`src/rtl/issue_queue_select_pkg.sv`:
```
// Scheduler types shared by the issue queue, its age matrix and its dispatch/issue interface.
package issue_queue_select_pkg;

  localparam int unsigned ENTRY_NUM      = 16;
  localparam int unsigned DISPATCH_WIDTH = 2;
  localparam int unsigned WAKEUP_WIDTH   = 2;
  localparam int unsigned PREG_W         = 7;
  localparam int unsigned PAYLOAD_W      = 64;
  localparam int unsigned IDX_W          = $clog2(ENTRY_NUM);
  localparam int unsigned CNT_W          = IDX_W + 1;

  typedef logic [IDX_W-1:0]     IssueQueueIndexPath;
  typedef logic [PREG_W-1:0]    PhyRegNumPath;
  typedef logic [ENTRY_NUM-1:0] entry_vec_t;

  // Operand tracking state of one slot; payload lives in a separate RAM.
  typedef struct packed {
    logic         ready_a;
    logic         ready_b;
    PhyRegNumPath src_a;
    PhyRegNumPath src_b;
  } iq_src_t;

  function automatic logic tag_hit(PhyRegNumPath src, logic [WAKEUP_WIDTH-1:0] wv,
                                   PhyRegNumPath [WAKEUP_WIDTH-1:0] tags);
    logic hit;
    hit = 1'b0;
    for (int unsigned w = 0; w < WAKEUP_WIDTH; w++) begin
      hit = hit | (wv[w] && (tags[w] == src));
    end
    return hit;
  endfunction

  function automatic IssueQueueIndexPath onehot_to_idx(entry_vec_t oh);
    IssueQueueIndexPath idx;
    idx = '0;
    for (int unsigned i = 0; i < ENTRY_NUM; i++) begin
      if (oh[i]) idx = idx | IDX_W'(i);
    end
    return idx;
  endfunction

  function automatic logic [CNT_W-1:0] popcount(entry_vec_t v);
    logic [CNT_W-1:0] cnt;
    cnt = '0;
    for (int unsigned i = 0; i < ENTRY_NUM; i++) begin
      cnt = cnt + CNT_W'(v[i]);
    end
    return cnt;
  endfunction

endpackage

```
`src/rtl/issue_queue_select_if.sv`:
```
// Dispatch write, wakeup broadcast, issue handshake and slot-release bundle of the issue queue.
interface issue_queue_select_if;
  import issue_queue_select_pkg::*;

  logic [DISPATCH_WIDTH-1:0]                 write;
  IssueQueueIndexPath [DISPATCH_WIDTH-1:0]   writePtr;
  logic [DISPATCH_WIDTH-1:0]                 writeSrcValidA;
  logic [DISPATCH_WIDTH-1:0]                 writeSrcValidB;
  PhyRegNumPath [DISPATCH_WIDTH-1:0]         writeSrcA;
  PhyRegNumPath [DISPATCH_WIDTH-1:0]         writeSrcB;
  logic [DISPATCH_WIDTH-1:0][PAYLOAD_W-1:0]  writePayload;
  logic [WAKEUP_WIDTH-1:0]                   wakeupValid;
  PhyRegNumPath [WAKEUP_WIDTH-1:0]           wakeupTag;
  logic                                      issueValid;
  logic                                      issueReady;
  IssueQueueIndexPath                        issuePtr;
  logic [PAYLOAD_W-1:0]                      issuePayload;
  logic                                      releaseValid;
  IssueQueueIndexPath                        releasePtr;
  logic [CNT_W-1:0]                          occupancy;

  modport master (
    output write, writePtr, writeSrcValidA, writeSrcValidB, writeSrcA, writeSrcB,
           writePayload, wakeupValid, wakeupTag, issueReady,
    input  issueValid, issuePtr, issuePayload, releaseValid, releasePtr, occupancy
  );

  modport slave (
    input  write, writePtr, writeSrcValidA, writeSrcValidB, writeSrcA, writeSrcB,
           writePayload, wakeupValid, wakeupTag, issueReady,
    output issueValid, issuePtr, issuePayload, releaseValid, releasePtr, occupancy
  );

endinterface

```
`src/rtl/issue_queue_age_matrix.sv`:
```
// Relative-age matrix: row i has bit j set when slot j is older than slot i; grants the oldest candidate.
module issue_queue_age_matrix
  import issue_queue_select_pkg::*;
(
  input  logic                                    clk,
  input  logic                                    rst,
  input  logic                                    flush,
  input  logic [DISPATCH_WIDTH-1:0]               we,
  input  IssueQueueIndexPath [DISPATCH_WIDTH-1:0] wptr,
  input  entry_vec_t                              valid,
  input  entry_vec_t                              cand,
  output entry_vec_t                              grant_c
);

  entry_vec_t age_q [ENTRY_NUM];
  entry_vec_t age_d [ENTRY_NUM];
  entry_vec_t older;

  // A new entry is younger than everything valid plus lower lanes of the same cycle.
  always_comb begin
    for (int unsigned r = 0; r < ENTRY_NUM; r++) begin
      age_d[r] = flush ? '0 : age_q[r];
    end
    older = valid;
    for (int unsigned k = 0; k < DISPATCH_WIDTH; k++) begin
      if (we[k]) begin
        for (int unsigned r = 0; r < ENTRY_NUM; r++) begin
          age_d[r][wptr[k]] = 1'b0;
        end
        age_d[wptr[k]] = older;
        older[wptr[k]] = 1'b1;
      end
    end
  end

  always_comb begin
    for (int unsigned i = 0; i < ENTRY_NUM; i++) begin
      grant_c[i] = cand[i] & ~(|(age_q[i] & cand));
    end
  end

  always_ff @(posedge clk or negedge rst) begin
    if (!rst) begin
      for (int unsigned r = 0; r < ENTRY_NUM; r++) age_q[r] <= '0;
    end else begin
      for (int unsigned r = 0; r < ENTRY_NUM; r++) age_q[r] <= age_d[r];
    end
  end

endmodule

```
`src/rtl/issue_queue_select.sv`:
```
// Issue queue: accepts dispatched entries, tracks operand wakeup, issues the oldest ready entry.
module issue_queue_select
  import issue_queue_select_pkg::*;
(
  input  logic                 clk,
  input  logic                 rst,
  input  logic                 flush,
  issue_queue_select_if.slave  iq
);

  entry_vec_t            valid_q, valid_d, cand, grant;
  iq_src_t               ent_q [ENTRY_NUM];
  iq_src_t               ent_d [ENTRY_NUM];
  logic [PAYLOAD_W-1:0]  payload_q [ENTRY_NUM];
  logic [DISPATCH_WIDTH-1:0] we;
  logic                  sel_en, fire, wr_illegal;
  IssueQueueIndexPath    win_idx;

  logic                  issue_valid_q, release_valid_q;
  IssueQueueIndexPath    issue_ptr_q, release_ptr_q;
  logic [PAYLOAD_W-1:0]  issue_payload_q;
  logic [CNT_W-1:0]      occupancy_q;

  assign we      = flush ? '0 : iq.write;
  assign sel_en  = !issue_valid_q || iq.issueReady;
  assign fire    = sel_en && (|grant);
  assign win_idx = onehot_to_idx(grant);

  always_comb begin
    for (int unsigned i = 0; i < ENTRY_NUM; i++) begin
      cand[i] = valid_q[i] & ent_q[i].ready_a & ent_q[i].ready_b;
    end
  end

  issue_queue_age_matrix u_age (
    .clk     (clk),
    .rst     (rst),
    .flush   (flush),
    .we      (we),
    .wptr    (iq.writePtr),
    .valid   (valid_q),
    .cand    (cand),
    .grant_c (grant)
  );

  // Wakeup on resident entries, then new writes (which see this cycle's tags too).
  always_comb begin
    valid_d = valid_q;
    for (int unsigned i = 0; i < ENTRY_NUM; i++) begin
      ent_d[i] = ent_q[i];
      ent_d[i].ready_a = ent_q[i].ready_a | tag_hit(ent_q[i].src_a, iq.wakeupValid, iq.wakeupTag);
      ent_d[i].ready_b = ent_q[i].ready_b | tag_hit(ent_q[i].src_b, iq.wakeupValid, iq.wakeupTag);
    end
    if (fire) valid_d[win_idx] = 1'b0;
    for (int unsigned k = 0; k < DISPATCH_WIDTH; k++) begin
      if (we[k]) begin
        valid_d[iq.writePtr[k]]       = 1'b1;
        ent_d[iq.writePtr[k]].src_a   = iq.writeSrcA[k];
        ent_d[iq.writePtr[k]].src_b   = iq.writeSrcB[k];
        ent_d[iq.writePtr[k]].ready_a = !iq.writeSrcValidA[k] ||
                                        tag_hit(iq.writeSrcA[k], iq.wakeupValid, iq.wakeupTag);
        ent_d[iq.writePtr[k]].ready_b = !iq.writeSrcValidB[k] ||
                                        tag_hit(iq.writeSrcB[k], iq.wakeupValid, iq.wakeupTag);
      end
    end
    if (flush) valid_d = '0;
  end

  always_ff @(posedge clk or negedge rst) begin
    if (!rst) begin
      valid_q         <= '0;
      for (int unsigned i = 0; i < ENTRY_NUM; i++) ent_q[i] <= '0;
      issue_valid_q   <= 1'b0;
      issue_ptr_q     <= '0;
      issue_payload_q <= '0;
      release_valid_q <= 1'b0;
      release_ptr_q   <= '0;
      occupancy_q     <= '0;
    end else begin
      valid_q     <= valid_d;
      for (int unsigned i = 0; i < ENTRY_NUM; i++) ent_q[i] <= ent_d[i];
      occupancy_q <= popcount(valid_d);
      if (flush) begin
        issue_valid_q   <= 1'b0;
        release_valid_q <= 1'b0;
      end else if (sel_en) begin
        issue_valid_q   <= fire;
        release_valid_q <= fire;
        if (fire) begin
          issue_ptr_q     <= win_idx;
          issue_payload_q <= payload_q[win_idx];
          release_ptr_q   <= win_idx;
        end
      end else begin
        release_valid_q <= 1'b0;
      end
    end
  end

  // Payload storage is plain RAM; validity is tracked separately so it needs no reset.
  always_ff @(posedge clk) begin
    for (int unsigned k = 0; k < DISPATCH_WIDTH; k++) begin
      if (we[k]) payload_q[iq.writePtr[k]] <= iq.writePayload[k];
    end
  end

  always_comb begin
    wr_illegal = 1'b0;
    for (int unsigned k = 0; k < DISPATCH_WIDTH; k++) begin
      if (we[k]) begin
        if (valid_q[iq.writePtr[k]]) wr_illegal = 1'b1;
        for (int unsigned j = 0; j < k; j++) begin
          if (we[j] && (iq.writePtr[j] == iq.writePtr[k])) wr_illegal = 1'b1;
        end
      end
    end
  end

  a_write_legal: assert property (@(posedge clk) disable iff (!rst) !wr_illegal);

  assign iq.issueValid   = issue_valid_q;
  assign iq.issuePtr     = issue_ptr_q;
  assign iq.issuePayload = issue_payload_q;
  assign iq.releaseValid = release_valid_q;
  assign iq.releasePtr   = release_ptr_q;
  assign iq.occupancy    = occupancy_q;

endmodule

```
`src/flat_wrapper.sv`:
```
// flat-port wrapper written by rule: the top's interface ports become plain ports
module issue_queue_select_flat import issue_queue_select_pkg::*;
  (clk, rst, flush, iq_write, iq_writePtr, iq_writeSrcValidA, iq_writeSrcValidB, iq_writeSrcA, iq_writeSrcB, iq_writePayload, iq_wakeupValid, iq_wakeupTag, iq_issueReady, iq_issueValid, iq_issuePtr, iq_issuePayload, iq_releaseValid, iq_releasePtr, iq_occupancy);
  issue_queue_select_if iq_i ();
  input  logic clk;
  input  logic rst;
  input  logic flush;
  input wire logic [$bits(iq_i.write)-1:0] iq_write;
  input wire logic [$bits(iq_i.writePtr)-1:0] iq_writePtr;
  input wire logic [$bits(iq_i.writeSrcValidA)-1:0] iq_writeSrcValidA;
  input wire logic [$bits(iq_i.writeSrcValidB)-1:0] iq_writeSrcValidB;
  input wire logic [$bits(iq_i.writeSrcA)-1:0] iq_writeSrcA;
  input wire logic [$bits(iq_i.writeSrcB)-1:0] iq_writeSrcB;
  input wire logic [$bits(iq_i.writePayload)-1:0] iq_writePayload;
  input wire logic [$bits(iq_i.wakeupValid)-1:0] iq_wakeupValid;
  input wire logic [$bits(iq_i.wakeupTag)-1:0] iq_wakeupTag;
  input wire logic [$bits(iq_i.issueReady)-1:0] iq_issueReady;
  output wire logic [$bits(iq_i.issueValid)-1:0] iq_issueValid;
  output wire logic [$bits(iq_i.issuePtr)-1:0] iq_issuePtr;
  output wire logic [$bits(iq_i.issuePayload)-1:0] iq_issuePayload;
  output wire logic [$bits(iq_i.releaseValid)-1:0] iq_releaseValid;
  output wire logic [$bits(iq_i.releasePtr)-1:0] iq_releasePtr;
  output wire logic [$bits(iq_i.occupancy)-1:0] iq_occupancy;
  assign iq_i.write = iq_write;
  assign iq_i.writePtr = iq_writePtr;
  assign iq_i.writeSrcValidA = iq_writeSrcValidA;
  assign iq_i.writeSrcValidB = iq_writeSrcValidB;
  assign iq_i.writeSrcA = iq_writeSrcA;
  assign iq_i.writeSrcB = iq_writeSrcB;
  assign iq_i.writePayload = iq_writePayload;
  assign iq_i.wakeupValid = iq_wakeupValid;
  assign iq_i.wakeupTag = iq_wakeupTag;
  assign iq_i.issueReady = iq_issueReady;
  assign iq_issueValid = iq_i.issueValid;
  assign iq_issuePtr = iq_i.issuePtr;
  assign iq_issuePayload = iq_i.issuePayload;
  assign iq_releaseValid = iq_i.releaseValid;
  assign iq_releasePtr = iq_i.releasePtr;
  assign iq_occupancy = iq_i.occupancy;
  issue_queue_select u_core (.clk(clk), .rst(rst), .flush(flush), .iq(iq_i));
endmodule
```
`config.mk`:
```
export PLATFORM = sky130hd
export DESIGN_NAME = issue_queue_select_flat
export DESIGN_NICKNAME = d
export VERILOG_FILES = /design/src/rtl/issue_queue_select_pkg.sv /design/src/rtl/issue_queue_select_if.sv /design/src/rtl/issue_queue_age_matrix.sv /design/src/rtl/issue_queue_select.sv /design/src/flat_wrapper.sv
export SDC_FILE = /design/constraint.sdc
export NUM_CORES = 2
export LEC_CHECK = 0
export CORE_ASPECT_RATIO = 1.2
export CORE_MARGIN = 4
export CORE_UTILIZATION = 35
export CTS_CLUSTER_SIZE = 30
export DETAILED_ROUTE_END_ITERATION = 10
export GPL_TIMING_DRIVEN = 0
export PLACE_DENSITY = 0.57
export SYNTH_ARGS = -nofsm -noshare
export SYNTH_HDL_FRONTEND = slang
export SYNTH_SLANG_ARGS = --single-unit
```
`constraint.sdc`:
```
create_clock -name clk -period 8.4 [get_ports clk]
set_input_delay 1.68 -clock clk [delete_from_list [all_inputs] [get_ports clk]]
set_output_delay 1.68 -clock clk [all_outputs]
set_load 0.03 [all_outputs]
```
=== Word-level counts from Yosys, hierarchy flattened ===
Memories as Yosys holds them, arrays and structs flattened. A register that Yosys moved wholly into a read port is not among the register bits.
Cells that the tools add are included.

* Memories kept: 1
* Bits of input ports: 190
* Memory bits (read-only): 0
* Flip-flop bits (word level): 539
* Bits in latches: 0
* Bits in writable memories: 1024
* Output and inout port bits: 79

* Multiply operators: 0
* $lt $le $gt $ge: 10
* Add/subtract/negate cells: 15
* Equal/unequal tests: 72
* Div/mod/pow operators: 0
* Multiplexer cells: 85
* Shift operators: 0
* Bitwise logic cells: 190
* Reduce and logical (&&, ||, !) cells: 108

{| class="wikitable"
|+ Memories
! name !! words !! bits a word !! rd ports !! clocked after Yosys merged registers in !! write ports !! RTL line !! source
|-
| u_core.payload_q || 16 || 64 || 1 || 1 || 2 || issue_queue_select.sv:14 || <nowiki>logic [PAYLOAD_W-1:0] payload_q [ENTRY_NUM];</nowiki>
|}

{| class="wikitable"
|+ Operators with widths
! cell !! count
|-
| bitwise mux 256 bit || 10
|-
| two-way mux 256 bit || 4
|-
| AND 16 bit || 49
|-
| demux 16 bit (select 4 bit) || 10
|-
| == test 7 bit || 72
|-
| two-way mux 16 bit || 25
|-
| OR reduction 16 bit || 17
|-
| logical AND 1 bit || 78
|-
| adder 5 x 1 -> 5 bit || 14
|-
| bitwise OR 1 bit || 68
|-
| AND 1 bit || 48
|-
| inverter 16 bit || 3
|-
| bitwise OR 16 bit || 3
|-
| two-way mux 4 bit || 8
|-
| two-way mux 15 bit || 2
|-
| two-way mux 14 bit || 2
|-
| inverter 1 bit || 17
|-
| < comparator 4 x 5 -> 1 bit, second input constant || 3
|-
| two-way mux 7 bit || 2
|-
| demux 1 bit (select 4 bit) || 3
|-
| >= comparator 4 x 1 -> 1 bit, second input constant || 3
|-
| two-way mux 1 bit || 12
|-
| two-way mux 3 bit || 4
|-
| >= comparator 5 bit, second input constant || 2
|-
| 8 further kinds || 21
|}

=== Depth between registers and ports, before layout ===
* Depth after elaboration: 48
* Gate-level depth with buffers: 27
* Mapped depth without buffers: 22

=== Hierarchy ===
A second synthesis with hierarchy kept.

* Cell total of the unflattened synthesis: 7610
* Area total of the unflattened synthesis: 87113.5 um^2

{| class="wikitable"
|+ By module, submodules not included
! module !! times used !! area an instance (um^2) !! cells each !! sequential area each (um^2)
|-
| issue_queue_select || 1 || 73613.1 || 6301 || 39432.8
|-
| issue_queue_age_matrix || 1 || 13500.4 || 1309 || 6406.1
|}

=== Worst setup path after synthesis ===
Ideal clock, no wire load.

* Kind: input port to flip-flop
* Start point: in flush
* End point: reg u_core.occupancy_q[1] (netlist: u_core.iq.occupancy[1])
* Path slack: 0.324 ns
* Path buffers: 1
* Setup time: 0.136 ns
* Cell stages on the path: 18
* Arrival: 7.940 ns
* Required time: 8.264 ns
* Path through: inv_1 -> nand2_1 -> nor2_1 -> nand2_1 -> nor3_1 -> nor2_1 -> clkinv_1 -> buf_1 -> o21ai_1 -> fa_1 -> fa_1 -> fa_1 -> inv_1 -> fa_1 -> inv_1 -> fa_1 -> inv_1 -> fa_1

* Cells in the longest elaborated chain, start to end: 20

{| class="wikitable"
|+ Ends and longest elaborated chain
! item !! RTL line !! source
|-
| start: declaration || flat_wrapper.sv:7 || <nowiki>input logic flush;</nowiki>
|-
| two-way mux 2 bit || issue_queue_select.sv:24 || <nowiki>assign we = flush ? '0 : iq.write;</nowiki>
|-
| two-way mux 16 bit || issue_queue_select.sv:56 || <nowiki>if (we[k]) begin</nowiki>
|-
| bitwise OR 16 bit (no line) || n/a ||
|-
| two-way mux 16 bit || issue_queue_select.sv:56 ||
|-
| two-way mux 16 bit * || issue_queue_select.sv:66 || <nowiki>if (flush) valid_d = '0;</nowiki>
|-
| adder 1 x 1 -> 2 bit || issue_queue_select_pkg.sv:47 || <nowiki>cnt = cnt + CNT_W'(v[i]);</nowiki>
|-
| adder 5 x 1 -> 5 bit (13 in a row) || issue_queue_select_pkg.sv:47 ||
|-
| adder 5 x 1 -> 5 bit * || issue_queue_select_pkg.sv:47 ||
|-
| end signal: assignment || issue_queue_select.sv:82 || <nowiki>occupancy_q <= popcount(valid_d);</nowiki>
|-
| end: declaration || issue_queue_select.sv:22 || <nowiki>logic [CNT_W-1:0] occupancy_q;</nowiki>
|}

Mark *: on every way between the ends. The rest lies on a longest branch, timed or not.
A chain may end at the register's enable or synchronous reset.

=== Worst setup path in the final report ===
* Start point: reg, netlist name u_core.ent_q[30]
* End point: reg u_core.occupancy_q[1] (netlist: u_core.iq.occupancy[1])

* Cells in the longest elaborated chain, start to end: 47
* Elaborated cells between the ends (all ways): 110

{| class="wikitable"
|+ Ends and longest elaborated chain
! item !! RTL line !! source
|-
| AND 1 bit * || issue_queue_select.sv:31 || <nowiki>cand[i] = valid_q[i] & ent_q[i].ready_a & ent_q[i].ready_b;</nowiki>
|-
| AND 16 bit || issue_queue_age_matrix.sv:38 || <nowiki>grant_c[i] = cand[i] & ~(|(age_q[i] & cand));</nowiki>
|-
| OR reduction 16 bit || issue_queue_age_matrix.sv:38 ||
|-
| inverter 1 bit || issue_queue_age_matrix.sv:38 ||
|-
| AND 1 bit || issue_queue_age_matrix.sv:38 ||
|-
| two-way mux 1 bit || issue_queue_select_pkg.sv:38 || <nowiki>if (oh[i]) idx = idx | IDX_W'(i);</nowiki>
|-
| two-way mux 2 bit (2 in a row) || issue_queue_select_pkg.sv:38 ||
|-
| two-way mux 3 bit (4 in a row) || issue_queue_select_pkg.sv:38 ||
|-
| [... 15 more ...] || n/a ||
|-
| bitwise OR 16 bit (no line) || n/a ||
|-
| two-way mux 16 bit * || issue_queue_select.sv:56 ||
|-
| bitwise OR 16 bit (no line) || n/a ||
|-
| two-way mux 16 bit * || issue_queue_select.sv:56 ||
|-
| two-way mux 16 bit * || issue_queue_select.sv:66 ||
|-
| via u_core.valid_d[0] || issue_queue_select.sv:11 || <nowiki>entry_vec_t valid_q, valid_d, cand, grant;</nowiki>
|-
| adder 1 x 1 -> 2 bit * || issue_queue_select_pkg.sv:47 ||
|-
| adder 5 x 1 -> 5 bit * (14 in a row) || issue_queue_select_pkg.sv:47 ||
|}

The timed path passes the listed nets; every way through them passes the cells marked *.

==> run summary <==
- false — setup repair after global routing missed its margin
- 113 — maximum number of pins on one net before global-route repair
- sky130_fd_sc_hd__clkbuf_16 — clock root buffer
- 2 — hold path cells
- 183 — TritonCTS buffer count
- built — TritonCTS clock tree
- -7.53% — remaining max-slew budget at the tightest pin
- 1 — detailed-route DRC error count
- 2,741 x sky130_fd_sc_hd__nand2_1, 1,024 x sky130_fd_sc_hd__edfxtp_1, 660 x sky130_fd_sc_hd__mux2i_1 — top library cells by usage in the layout, fill and taps aside
- 8.47 ns — post-layout minimum cycle time
- 10.1% — share of post-route cells with drive strength above 1
- 35.4 um — routed wire length per instance
- 37.1% — share of flip-flops with an asynchronous set or reset
- 9.15 ns — required time of the worst setup path
- 3 — clk buf depth
- 12,937 — Post-Layout Cell Count
- sky130_fd_sc_hd__edfxtp_1 — post-synth top area cell
- 0 — Synthesis Warnings
- 0.250 mm^2 — Floorplan Core Area
- 37.7 nW — leakage power
- 12,554 — Placed Cells
- 458,000 um — wire length after detailed routing
- 0 — hold buffers post-CTS
- 0.06 ns — Reg clk slew, reported paths
- 0.0878 mm^2 — post-synthesis instance area
- 0.0774 ns — final clock skew
- sky130_fd_sc_hd__nand2_1 — leading cell type in the layout, fill and taps excluded
- register — element type at the critical path start
- sky130_fd_sc_hd__edfxtp_1 — top_reg_cell synth
- 76,000 — vias in the first global route
- 557 um — die outline height
- 617,000 um — first-pass GRT wire length
- 0 — count of antenna-violating nets left after detailed routing
- 0.537 ns — Hold WS
- 26 — max-cap violation count
- 52.2% — register area share after synthesis
- 229 mW/mm^2 — Power Dens Cells
- 269 — I/O pin total
- 0 — leftover overflow at the end of global routing
- 1,627 — flop and latch count out of synthesis
- 35.1% — Initial Util
- 238 — final number of max-transition violations
- 0.229 mV — worst IR drop on VDD
- design-rule violations, max-capacitance violations, max-slew violations, negative setup slack — violated checks
- 201 — number of core rows
- 65 — count of unique library cells instantiated by Yosys
- finished with violations — run status
- register — CP Capture Type
- 79,006 — via count
- 1.06 — routability congestion estimate
- 3 — Final Setup Violations
- 4 — H-tree depth
- reg2reg — Tightest Hold Check Type
- 118 MHz — upper clock frequency limit
- 0.93 ns — clk_lat worst skew
- 465 um — Die Wd
- 16.0% — Layout area overhead
- -0.162 ns — total negative slack
- 0.259 mm^2 — die footprint
- 10 — Critical Path Fanout Max
- 9.84 um^2 — synthesized area per cell
- 9,122 — Mapped Nets
- 11 — Detailed Routing Iterations Pass 1
- 9,598 — final-stage net count
- reg2reg — WS Path Type
- 9.22 ns — arrival time of data at the critical path endpoint
- 35.0% — area fraction of the dominant cell type after synthesis
- -0.07 ns — register-to-register setup slack
- 8,917 — post-synthesis instance total
- 1.61 ns — actual transition at the worst max-transition pin
- 6.11 — drt via density
- 11,463 — Detailed Route Iter0 Violations
- 1,024 — number of synthesized flops with an enable pin
- -1.08 ns — setup slack at placement
- 326,000 um — DPL Wire Length
- 101% — period utilisation layout
- 22 — Reg2Reg Depth
- 52 — number of antenna violations at the first check in global routing
- 1,627 — total clock sinks
- sky130_fd_sc_hd__edfxtp_1 35%, sky130_fd_sc_hd__dfrtp_1 17%, sky130_fd_sc_hd__nand2_1 12% — biggest area contributors in the synthesized netlist
- 218 — number of input and output port buffers inserted
- 34.1% — Total GRT Usage
- 0 — Final Hold Violating Endpoints
- -0.0685 ns — least setup slack across all paths after layout
==> cell usage after synthesis (all sizes together) (3+ instances only) <==
cell     count
ha           5
nor2       410
mux2       385
a21oi      301
a22o         4
inv         79
dfrtp      603
or3          3
clkbuf     564
o2111ai     34
or4          4
and4         4
fa          10
a221oi       4
a41oi       34
a211oi       8
and2         3
nor2b        8
a31o         3
mux2i      660
a32oi      302
clkinv       6
xnor2      283
a31oi      211
nand2     2743
nor4        50
and3        20
nand2b       8
and4b       11
nor3b        4
nand4      226
edfxtp    1024
buf        306
o21ai      179
nand3       13
xor2       229
o22ai      128
nor3        14
a22oi       16
==> report_power, final <==
part           switching, mW  total, mW  internal (mW)
logic                   3.30       5.11           1.81
clock network           3.69       8.22           4.53
registers              0.778       9.97           9.19
total                   7.77       23.3           15.5
==> through the flow <==
stage	power (mW)	utilization, %	area, um^2
2_1_floorplan	12.7	-	87800
3_3_place_gp	14.9	37.7	94100
3_5_place_dp	15.0	38.3	95700
4_1_cts	23.1	40.7	102000
5_1_grt	23.9	40.8	102000
6_report	23.3	40.8	102000
==> per-layer routing <==
layer	routed length (um)	global-route usage (%)	vias to the layer above
met5	244	0.243	-
met4	46100	29.1	26
met3	48800	8.71	1767
met2	203000	52.4	5919
met1	160000	39.7	38957
li1	-	-	32337
==> timing repair <==
action	4_1_cts	5_1_grt
setup endpoints to repair	5	4
pin swaps	1	0
gates cloned	0	0
resized for setup	11	19
hold endpoints to repair	0	0
setup buffers	2	0
==> sequential cells by signal, indices dropped and copies added (netlist names) <==
| name | cells |
|---|---|
| u_core.iq.issueValid | 1 |
| u_core.iq.occupancy | 5 |
| u_core.valid_q | 16 |
| u_core.iq.issuePayload | 64 |
| u_core.payload_q | 1024 |
| u_core.iq.releaseValid | 1 |
| u_core.iq.issuePtr | 4 |
| u_core.u_age.age_q | 256 |
| u_core.ent_q | 256 |
==> critical path: stages, from the launching register on <==
cell and delay [ns]:
sky130_fd_sc_hd__dfrtp_1 0.46, sky130_fd_sc_hd__buf_2 0.28, sky130_fd_sc_hd__and3_1 0.32, sky130_fd_sc_hd__a22o_1 0.42, sky130_fd_sc_hd__a221oi_1 0.89, sky130_fd_sc_hd__a31oi_1 0.26
sky130_fd_sc_hd__and4_1 0.30, sky130_fd_sc_hd__buf_2 0.19, sky130_fd_sc_hd__clkdlybuf4s15_2 0.55, sky130_fd_sc_hd__clkbuf_4 0.49, sky130_fd_sc_hd__a31o_1 0.31, sky130_fd_sc_hd__a21oi_1 0.35
sky130_fd_sc_hd__ha_1 0.31, sky130_fd_sc_hd__inv_1 0.07, sky130_fd_sc_hd__fa_1 0.57, sky130_fd_sc_hd__fa_1 0.51, sky130_fd_sc_hd__fa_1 0.51, sky130_fd_sc_hd__inv_1 0.06
sky130_fd_sc_hd__fa_1 0.47, sky130_fd_sc_hd__inv_1 0.05, sky130_fd_sc_hd__fa_1 0.36, sky130_fd_sc_hd__inv_1 0.12, sky130_fd_sc_hd__fa_1 0.42
==> cells by family (layout without fill, tap and decap cells) <==
| group | count (synthesis) | in the layout | synth area share (%) |
|---|---|---|---|
| compound gates | 1235 | 1235 | 9.29 |
| mux | 1045 | 1045 | 12.5 |
| other cells | 0 | 43 | 0 |
| flops | 1627 | 1627 | 52.2 |
| fa+ha+maj | 15 | 15 | 0.299 |
| simple gates | 3528 | 3528 | 16.3 |
| buf+inv | 955 | 1583 | 4.31 |
| xor+xnor | 512 | 512 | 5.11 |
==> final timing paths <==
kind                                        startpoint                      to
max in group asynchronous                          rst        u_core.ent_q[20]
worst max register to register        u_core.ent_q[30]  u_core.iq.occupancy[1]
worst min register to register  u_core.u_age.age_q[90]  u_core.u_age.age_q[90]
min in group asynchronous                          rst       u_core.ent_q[232]
worst max-delay path                  u_core.ent_q[30]  u_core.iq.occupancy[1]
worst min-delay path            u_core.u_age.age_q[90]  u_core.u_age.age_q[90]
==> cell type report <==
type                       count  area, um^2
fill                       24395      148000
sequential                  1627       45800
multi-input combinational   6335       38200
clock buffer                 261        5130
tap                         3349        4190
timing repair buffer         291        3650
buffer                       870        3570
clock inverter                76         801
inverter                      85         327
antenna                       43         108
(Power assumes the default switching activity.)
